$ cat src/rtl/code_converter_seq.sv
// Multi-cycle binary<->BCD converter: double dabble for binary->BCD,
// multiply-by-10 accumulate for BCD->binary, with done pulse and BCD error flag.
//
// state | meaning
// IDLE  | waiting for en_in; operand and mode captured on accept
// CONV  | one iteration per clock; the final iteration writes y_out/err_out
module code_converter_seq #(
    parameter int BIN_W  = 8,
    parameter int DIGITS = 3
) (
    input  logic                clk_in,
    input  logic                rst_n_in,
    input  logic                en_in,
    input  logic                mode_in,
    input  logic [4*DIGITS-1:0] a_in,
    output logic [4*DIGITS-1:0] y_out,
    output logic                done,
    output logic                busy_out,
    output logic                err_out
);

    localparam int AW   = 4 * DIGITS;
    localparam int MAXI = (BIN_W > DIGITS) ? BIN_W : DIGITS;
    localparam int CW   = $clog2(MAXI + 1);
    localparam logic [AW:0] LIMIT = {{AW{1'b0}}, 1'b1} << BIN_W;

    typedef enum logic {
        IDLE = 1'b0,
        CONV = 1'b1
    } state_t;

    state_t          state_q, state_d;
    logic            mode_q;
    logic [CW-1:0]   cnt_q;
    logic [AW-1:0]   bcd_q;
    logic [BIN_W-1:0] bin_q;
    logic [AW-1:0]   src_q;
    logic [AW-1:0]   acc_q;
    logic            inv_q;

    logic            start, last, finish, ovf, inv_d;
    logic [3:0]      digit;
    logic [AW-1:0]   bcd_adj, bcd_d, acc_d;
    logic [BIN_W-1:0] bin_d;

    always_ff @(posedge clk_in or negedge rst_n_in) begin
        if (!rst_n_in) state_q <= IDLE;
        else           state_q <= state_d;
    end

    always_comb begin
        state_d = state_q;
        start   = 1'b0;
        finish  = 1'b0;
        last    = mode_q ? (cnt_q == CW'(DIGITS - 1)) : (cnt_q == CW'(BIN_W - 1));
        case (state_q)
            IDLE: if (en_in) begin
                start   = 1'b1;
                state_d = CONV;
            end
            CONV: if (last) begin
                finish  = 1'b1;
                state_d = IDLE;
            end
            default: state_d = IDLE;
        endcase
    end

    // Datapath next values: add-3 adjust then shift in the next binary MSB.
    always_comb begin
        bcd_adj = bcd_q;
        for (int i = 0; i < DIGITS; i++) begin
            if (bcd_q[4*i +: 4] >= 4'd5) bcd_adj[4*i +: 4] = bcd_q[4*i +: 4] + 4'd3;
        end
        bcd_d = (bcd_adj << 1) | AW'(bin_q[BIN_W-1]);
        bin_d = bin_q << 1;
        digit = src_q[AW-1 -: 4];
        acc_d = (acc_q << 3) + (acc_q << 1) + AW'(digit);
        inv_d = inv_q | (digit > 4'd9);
        ovf   = ({1'b0, acc_d} >= LIMIT);
    end

    always_ff @(posedge clk_in or negedge rst_n_in) begin
        if (!rst_n_in) begin
            mode_q  <= 1'b0;
            cnt_q   <= '0;
            bcd_q   <= '0;
            bin_q   <= '0;
            src_q   <= '0;
            acc_q   <= '0;
            inv_q   <= 1'b0;
            y_out   <= '0;
            err_out <= 1'b0;
            done    <= 1'b0;
        end else begin
            done <= finish;
            if (start) begin
                mode_q <= mode_in;
                cnt_q  <= '0;
                bcd_q  <= '0;
                bin_q  <= a_in[BIN_W-1:0];
                src_q  <= a_in;
                acc_q  <= '0;
                inv_q  <= 1'b0;
            end else if (state_q == CONV) begin
                cnt_q <= cnt_q + CW'(1);
                if (mode_q) begin
                    acc_q <= acc_d;
                    src_q <= src_q << 4;
                    inv_q <= inv_d;
                end else begin
                    bcd_q <= bcd_d;
                    bin_q <= bin_d;
                end
            end
            if (finish) begin
                if (!mode_q) begin
                    y_out   <= bcd_d;
                    err_out <= 1'b0;
                end else if (inv_d || ovf) begin
                    y_out   <= '0;
                    err_out <= 1'b1;
                end else begin
                    y_out   <= acc_d;
                    err_out <= 1'b0;
                end
            end
        end
    end

    assign busy_out = (state_q == CONV);

endmodule

$ cat config.mk
export PLATFORM = sky130hd
export DESIGN_NAME = code_converter_seq
export DESIGN_NICKNAME = d
export VERILOG_FILES = /design/src/rtl/code_converter_seq.sv
export SDC_FILE = /design/constraint.sdc
export NUM_CORES = 1
export LEC_CHECK = 0
export CAP_MARGIN = 20
export CORE_MARGIN = 3
export CORE_UTILIZATION = 45
export CTS_CLUSTER_DIAMETER = 150
export CTS_CLUSTER_SIZE = 8
export DETAILED_ROUTE_END_ITERATION = 8
export PLACE_DENSITY = 0.66
export SLEW_MARGIN = 10
export SYNTH_ARGS = -nofsm -noshare
export SYNTH_HDL_FRONTEND = slang
export SYNTH_SLANG_ARGS = --single-unit
export TNS_END_PERCENT = 20
$ cat constraint.sdc
create_clock -name clk_in -period 4.49 [get_ports clk_in]
set_input_delay 0.449 -clock clk_in [delete_from_list [all_inputs] [get_ports clk_in]]
set_output_delay 0.449 -clock clk_in [all_outputs]
set_load 0.02 [all_outputs]
# Yosys cells after proc, flatten, opt, wreduce, memory -nomap -nowiden
# Cells that the tools add are included.
[classes]
bitwise = 3
mux = 31
n_lt_le_gt_ge = 5
eq_ne = 3
n_addsub = 6
reduce_logical = 5
[ops]
columns = ["op", "count"]
rows = [
  ["$mux 12", 8],
  ["$mux 11", 3],
  ["$mux 8", 3],
  ["$mux 4", 4],
  ["$add 12x12->12", 1],
  ["$add 12x4->12", 1],
  ["$ge 12x9->1 const B", 1],
  ["$ge 4x3->1 const B", 3],
  ["$or 12x1->12", 1],
  ["$mux 1", 11],
  ["$add 4x2->4 const B", 2],
  ["$add 4x1->4 const B", 1],
  ["$eq 4x2->1 const B", 1],
  ["$eq 4x3->1 const B", 1],
  ["$gt 4x4->1 const B", 1],
  ["$reduce_and 2->1", 2],
  ["$reduce_bool 2->1", 2],
  ["$add 3x2->3 const B", 1],
  ["$mux 3", 1],
  ["$ne 2x1->1 const B", 1],
  ["$pmux 1 s2", 1],
  ["$logic_or 1x1->1", 1],
  ["$not 1->1", 1],
  ["$or 1x1->1", 1],
]
[totals]
output_inout_bits = 15
reg_bits = 64
word_cells = 64
in_bits = 16

# Logic depth before layout (Yosys ltp)
# Gate-level depths: netlist (run 1).
[logic_depth]
ltp_word = 6
depth_mapped = 10
depth_no_buf = 10

# Least setup slack after synthesis (run 1)
# No wires, ideal clock.
[synth_path]
kind = "register to register"
startpoint = "reg src_q[11]"
endpoint = "reg err_out"
stages_incl_launch_ff = 11
slack_ps = 1863
arrival_ps = 2508
required_ps = 4371
synth_period_minus_slack_ps = 2627
setup_ps = 119
path_buffers = 0
path_cell_list = "dfrtp_1 > inv_1 > fa_1 > inv_1 > ha_1 > a21o_1 > nand4_1 > a311o_1 > a21oi_1 > o2111ai_4 > o21ba_2"
[synth_between]
elab_chain_len = 5
word_cells_on_any_way = 7
cone_classes = "1 x add/sub; 2 x order compare; 2 x mux; 1 x bitwise; 1 x reduce/logical"
[synth_rtl]
columns = ["item", "line_no", "source"]
rows = [
  ["start, declared", "37", "logic [AW-1:0] src_q;"],
  ["start signal, assigned", "102", "src_q <= a_in;"],
  ["start signal, assigned", "109", "src_q <= src_q << 4;"],
  ["$add 12x4->12 or $gt 4x4->1 (tied branches)", "78, 79", ""],
  ["$ge 12x9->1 or $or 1x1->1 (tied branches)", "80, 79", ""],
  ["$logic_or 1x1->1 (*)", "120", "end else if (inv_d || ovf) begin"],
  ["$mux 1 (*)", "120", ""],
  ["$mux 1 (*)", "117", "if (!mode_q) begin"],
  ["end signal, assigned", "119", "err_out <= 1'b0;"],
  ["end signal, assigned", "122", "err_out <= 1'b1;"],
  ["end signal, assigned", "125", "err_out <= 1'b0;"],
  ["end, declared", "19", "output logic err_out"],
]
# Mark *: on every way between the ends. The rest lies on a longest branch, timed or not.
# A chain may end at the register's enable or synchronous reset.

# Final worst setup path (run 1)
[layout_path]
startpoint = "reg src_q[11]"
endpoint = "reg y_out[2]"
[layout_between]
elab_chain_len = 5
word_cells_on_any_way = 7
cone_classes = "1 x add/sub; 2 x order compare; 2 x mux; 1 x bitwise; 1 x reduce/logical"
[layout_rtl]
columns = ["item", "line_no", "source"]
rows = [
  ["$add 12x4->12 or $gt 4x4->1 (tied branches)", "78, 79", ""],
  ["$ge 12x9->1 or $or 1x1->1 (tied branches)", "80, 79", ""],
  ["$logic_or 1x1->1 (*)", "120", ""],
  ["$mux 12 (*)", "120", ""],
  ["$mux 12 (*)", "117", ""],
  ["end signal, assigned", "118", "y_out <= bcd_d;"],
  ["end signal, assigned", "121", "y_out <= '0;"],
  ["end signal, assigned", "124", "y_out <= acc_d;"],
  ["end, declared", "16", "output logic [4*DIGITS-1:0] y_out,"],
]
# Marks and branches as above.

==> impl_metrics.yaml, run 1 <==
status:
  status: "complete, no violations"
floorplanning:
  die_w_um: 95.04
  dieArea_um2: 9032
  fp.dieH_um: 95.04
  initial_utilization: 0.4765
  coreArea_um2: 7486
  ios: 31
  placementRows: 31
logic_synthesis:
  ys_warn_count: 0
  ys_top_cells_by_area: "dfrtp_1, ha_1, o21ai_0"
  synth_seq_cells: 64
  post_synth.cell_area_avg_um2: 9.854
  synth_top_area_cell: "dfrtp_1"
  netlist_instances: 362
  synthDistinctLibCells: 42
  synth_top_area_frac: 0.4490
  syn-num-nets: 405
  syn_area_um2: 3567
  seq_area_frac_synth: 0.4490
timing:
  tightest_slew_ns: 0.9277
  max_freq_mhz: 329.5
  slew_viol_final: 0
  period_needed_ns: 3.035
  min_period_over_period: 0.6759
  skew_ns: 0.01187
  finalHoldViolCount: 0
  rsz0062_at_grt: "no"
  setup_viol: 0
  fin_setup_tns_ns: 0
  max_slew_margin: 0.3792
power_and_ir_drop:
  p_comb_frac: 0.490
  sw_frac_of_total: 0.4136
  seq_power_share: 0.298
  finalPower_mw: 3.412
  pwr_density_cell_nw_per_um2: 801.0
  peakVddDrop_uv: 372.3
  intPower_mw: 2.001
  clkPwrFrac: 0.212
  power.switching_mw: 1.411
  power.leakage_nw: 1.978
critical_path:
  crit_required_ns: 4.68
  r2r-start: "src_q[11]"
  end_kind: "flip-flop"
  worstSetupPathType: "reg2reg"
  ff2ff_path_depth: 9
  arrival_ns: 3.22
  worstPathMaxFanout: 10
  critPathLaunchType: "flip-flop"
  r2r-end: "y_out[2]"
  reg2reg_slack_ns: 1.46
route:
  drt-pass1-iter-count: 5
  drc: 0
  ant_nets: 0
  drtIter0Drc: 142
  viasPerCell: 5.536
  wl_per_cell_um: 16.08
  route.vias.total: 2757
  wirelength_um: 8009
cts:
  post-cts-setup-buffers: 0
  cts_max_level: 3
  clk_latency_ns: 0.35
  cts-resized-gates: 0
  clockRootBuffer: "clkbuf_8"
  cts_buffers: 9
  clockBufferDepth: 2
  clkTransAtPathRegs_ns: 0.08
  ctsHoldBuffers: 1
  cts_sinks: 64
  cts_tree: "yes"
job:
  maxCapViolations: 0
cells_and_area:
  layout_common_cells: "dfrtp_1, nand2_1, o21ai_0"
  antenna_cells: 0
  final_nets: 437
  synthToLayoutAreaGrowth_pct: 19.43
  final_area_um2: 4260
  fill_cells: 665
  layout-drive-gt1-share: 0.07268
  final_common_cell: "dfrtp_1"
worst_hold_path:
  hold_path.class: "in2async"
placement:
  place_congestion: 0.8624
  port_buffers: 30
  place_hpwl_um: 5730
  dpl-instance-area_um2: 3959
grt:
  grt_max_degree: 57
  grt.total_usage: 0.1977
  grt_pass1_vias: 2722
  grt_pass1_wl_um: 13590
  grt-ovfl-total: 0
  grt_antenna_before_repair: 0
-- area by class of cell --
class | count | area (um^2) | share of cell area
Multi-Input combinational cell | 266 | 1841 | 0.4320
Sequential cell | 64 | 1602 | 0.3759
Timing Repair Buffer | 35 | 335.3 | 0.07871
Clock inverter | 7 | 167.7 | 0.03935
Clock buffer | 9 | 123.9 | 0.02907
Tap cell | 99 | 123.9 | 0.02907
Inverter | 18 | 67.56 | 0.01586
-- routing by layer --
metal / global-route usage / wire [um]
met1: 0.2698 / 3617
met2: 0.3048 / 3872
met3: 0.04183 / 394
met4: 0.08654 / 125
met5: 0 / 0
-- worst max-delay path by stage --
| stage | end | depth (start not counted) | startpoint |
|---|---|---|---|
| 6_report | y_out[2] | 9 | src_q[11] |
| 5_1_grt | y_out[1] | 9 | acc_q[0] |
| 4_1_cts | y_out[2] | 9 | acc_q[0] |
| 3_5_place_dp | y_out[2] | 9 | acc_q[0] |
| 3_3_place_gp | y_out[6] | 9 | src_q[11] |
| 2_1_floorplan | err_out | 10 | src_q[11] |
-- kinds of logic after synthesis --
group | count (synthesis) | share of synthesized area
adders and majority gates | 27 | 0.09891
and+or+nand+nor | 100 | 0.1287
muxes | 18 | 0.05086
xor gates and xnor gates | 14 | 0.03437
buffers and inverters | 32 | 0.03507
AOI/OAI and AO/OA | 107 | 0.2031
DFF | 64 | 0.4490
-- power groups by stage --
stage	clock (mW)	combinational (mW)	sequential, mW
detailed placement	0	1.67	1.02
CTS	0.732	1.69	1.02
finish	0.724	1.67	1.02
global route	0.756	1.89	1.05
global placement	0	1.64	1.02
floorplan	0	1.21	1.01
-- stage by stage --
step	hold WS (ns)	setup WS, ns	utilization	std cells
after CTS	0.4637	1.481	0.5691	498
after detailed placement	0.3115	1.472	0.5288	481
after floorplan	0.1534	1.863	-	362
final	0.4766	1.455	0.5691	498
after global routing	0.4996	1.192	0.5691	498
after global placement	0.3097	1.548	0.5288	481
-- sequential cells by signal (all words and copies together) (netlist names) --
name      flops
bin_q         8
acc_q        11
done          1
err_out       1
src_q        12
cnt_q         4
inv_q         1
busy_out      1
bcd_q        12
mode_q        1
y_out        12
-- synthesized netlist by cell type (all sizes together) --
library cell	instances
o2111ai	1
dfrtp	64
o41ai	1
mux2	1
a22o	15
o21ba	1
clkbuf	11
and3	3
o31ai	9
a211oi	5
nor2b	6
xor2	8
mux2i	17
a221oi	1
fa	2
o21bai	1
or3b	1
o31a	1
nand4	1
ha	25
o21ai	38
nand3	4
nand2b	7
o21a	2
nor2	20
a22oi	5
nand3b	1
inv	18
xnor2	6
nor3b	2
a21boi	2
a21o	5
a21oi	19
nor3	5
nand2	50
a311o	1
buf	3
-- critical path, cell delays in order, from the launching register on --
cell and delay, ns:
dfrtp_1 0.35, inv_1 0.07, fa_1 0.53, fa_1 0.48
nor2b_1 0.16, o31a_1 0.22, o21a_1 0.13, nor2_1 0.04
xnor2_1 0.70, o31ai_1 0.19
Note: power is estimated with default switching activity, not from simulation.
==> run 2: changes to the inputs <==
Clock period 4.49 ns to 2.85 ns, I/O delays scaled along.
==> impl_metrics.yaml, run 2 (synthesis results as in run 1) <==
status:
  status: "complete, but fails checks"
  violations: "setup timing"
route:
  route.vias.total: 2840
  wl_per_cell_um: 16.37
  drtIter0Drc: 180
  wirelength_um: 8412
  viasPerCell: 5.525
  ant_nets: 0
  drc: 0
  drt-pass1-iter-count: 4
critical_path:
  crit_path_start: "acc_q[2]"
  end_kind: "flip-flop"
  worstSetupPathType: "reg2reg"
  arrival_ns: 3.10
  reg2reg_slack_ns: -0.03
  worstPathMaxFanout: 4
  r2r-start: "acc_q[2]"
  crit_end: "err_out"
  crit_required_ns: 3.08
  ff2ff_path_depth: 9
  r2r-end: "err_out"
  critPathLaunchType: "flip-flop"
placement:
  port_buffers: 30
  place_congestion: 0.9206
  dpl.cell_count: 488
  place_hpwl_um: 5846
cts:
  clk_latency_ns: 0.34
  cts_sinks: 64
  clkTransAtPathRegs_ns: 0.08
  cts_tree: "yes"
  cts_buffers: 9
  clockBufferDepth: 2
  cts_max_level: 3
  clockRootBuffer: "clkbuf_8"
grt:
  grt.total_usage: 0.1962
  grt_max_degree: 35
  grt_antenna_before_repair: 0
  grt-ovfl-total: 0
  grt_pass1_vias: 2686
  grt_pass1_wl_um: 13500
timing:
  slew_viol_final: 0
  tightest_slew_ns: 0.9800
  max_slew_margin: 0.3443
  setup_slack_ns: -0.02641
  period_needed_ns: 2.876
  max_freq_mhz: 347.7
  min_period_over_period: 1.009
  rsz0062_at_grt: "yes"
  setup_viol: 4
  skew_ns: 0.01024
  finalHoldViolCount: 0
cells_and_area:
  antenna_cells: 0
  synthToLayoutAreaGrowth_pct: 23.40
  fin_cells: 514
  fill_cells: 668
  largestRegisters: "bcd_q: 12 flops, src_q: 12 flops, y_out: 12 flops"
  layout_common_cells: "dfrtp_1, nand2_1, o21ai_0"
  final_nets: 453
  layout-drive-gt1-share: 0.1398
  final_common_cell: "dfrtp_1"
floorplanning:
  placementRows: 31
  initial_utilization: 0.4765
  coreArea_um2: 7486
  ios: 31
  dieArea_um2: 9032
  fp.dieH_um: 95.04
  die_w_um: 95.04
power_and_ir_drop:
  finalPower_mw: 5.584
  pwr_density_cell_nw_per_um2: 1269
  peakVddDrop_uv: 542.5
  power.leakage_nw: 2.033
job:
  maxCapViolations: 0
worst_hold_path:
  hold_path.class: "reg2reg"
  hold_depth: 2
## run 2: routing by layer
layer	up-vias	wire length (um)	GRT usage
met5	-	0	0
met1	1386	3997	0.2758
met4	0	111	0.05168
li1	1383	-	-
met2	60	3941	0.3083
met3	11	361	0.04341
## run 2: power by group
group          internal [mW]  switching [mW]  total [mW]  leakage, nW
clock network          0.494           0.373       0.866        0.113
logic                   1.41            1.71        3.12         1.10
registers               1.28           0.320        1.60        0.824
## run 2: area by class of cell
| class | count | area (um^2) | share of cell area |
|---|---|---|---|
| flip-flops and latches | 64 | 1602 | 0.3638 |
| inverters | 18 | 67.56 | 0.01535 |
| clock buffers | 9 | 123.9 | 0.02814 |
| multi-input cells | 267 | 1928 | 0.4380 |
| repair buffers | 50 | 460.4 | 0.1046 |
| clock inverters | 7 | 96.34 | 0.02189 |
| well taps | 99 | 123.9 | 0.02814 |
## run 2: worst min path at each step
stage / start / to
floorplan: rst_n_in / acc_q[0]
global placement: rst_n_in / src_q[5]
detailed placement: rst_n_in / src_q[5]
CTS: y_out[11] / y_out[11]
global route: y_out[11] / y_out[11]
finish: y_out[11] / y_out[11]
## run 2: stage by stage
stage	setup TNS [ns]	utilization	setup slack, ns	hold WS, ns	cell area, um^2
after floorplan	0	-	0.2234	-0.01059	3567
after global placement	-0.7061	0.5375	-0.08062	0.3827	4024
after detailed placement	-1.058	0.5375	-0.1257	0.3717	4024
after CTS	0	0.5748	0.02131	0.4814	4303
after global routing	-1.202	0.5880	-0.1808	0.5077	4402
final	-0.06220	0.5880	-0.02641	0.4764	4402
## run 2: what timing repair did
action | in CTS | in global routing
pin swaps | 2 | 8
gates resized for setup | 2 | 12
hold buffers | 1 | 0
setup buffers | 5 | 3
hold endpoints to repair | 1 | 0
gates cloned | 0 | 1
setup endpoints to repair | 10 | 11
## run 2: critical path: stages (launching register included)
cell,delay (ns)
dfrtp_1,0.37
inv_2,0.05
fa_2,0.58
fa_2,0.22
nor2b_2,0.05
o31a_1,0.34
a221oi_2,0.32
xor2_2,0.30
o2111ai_2,0.27
o21ba_2,0.26
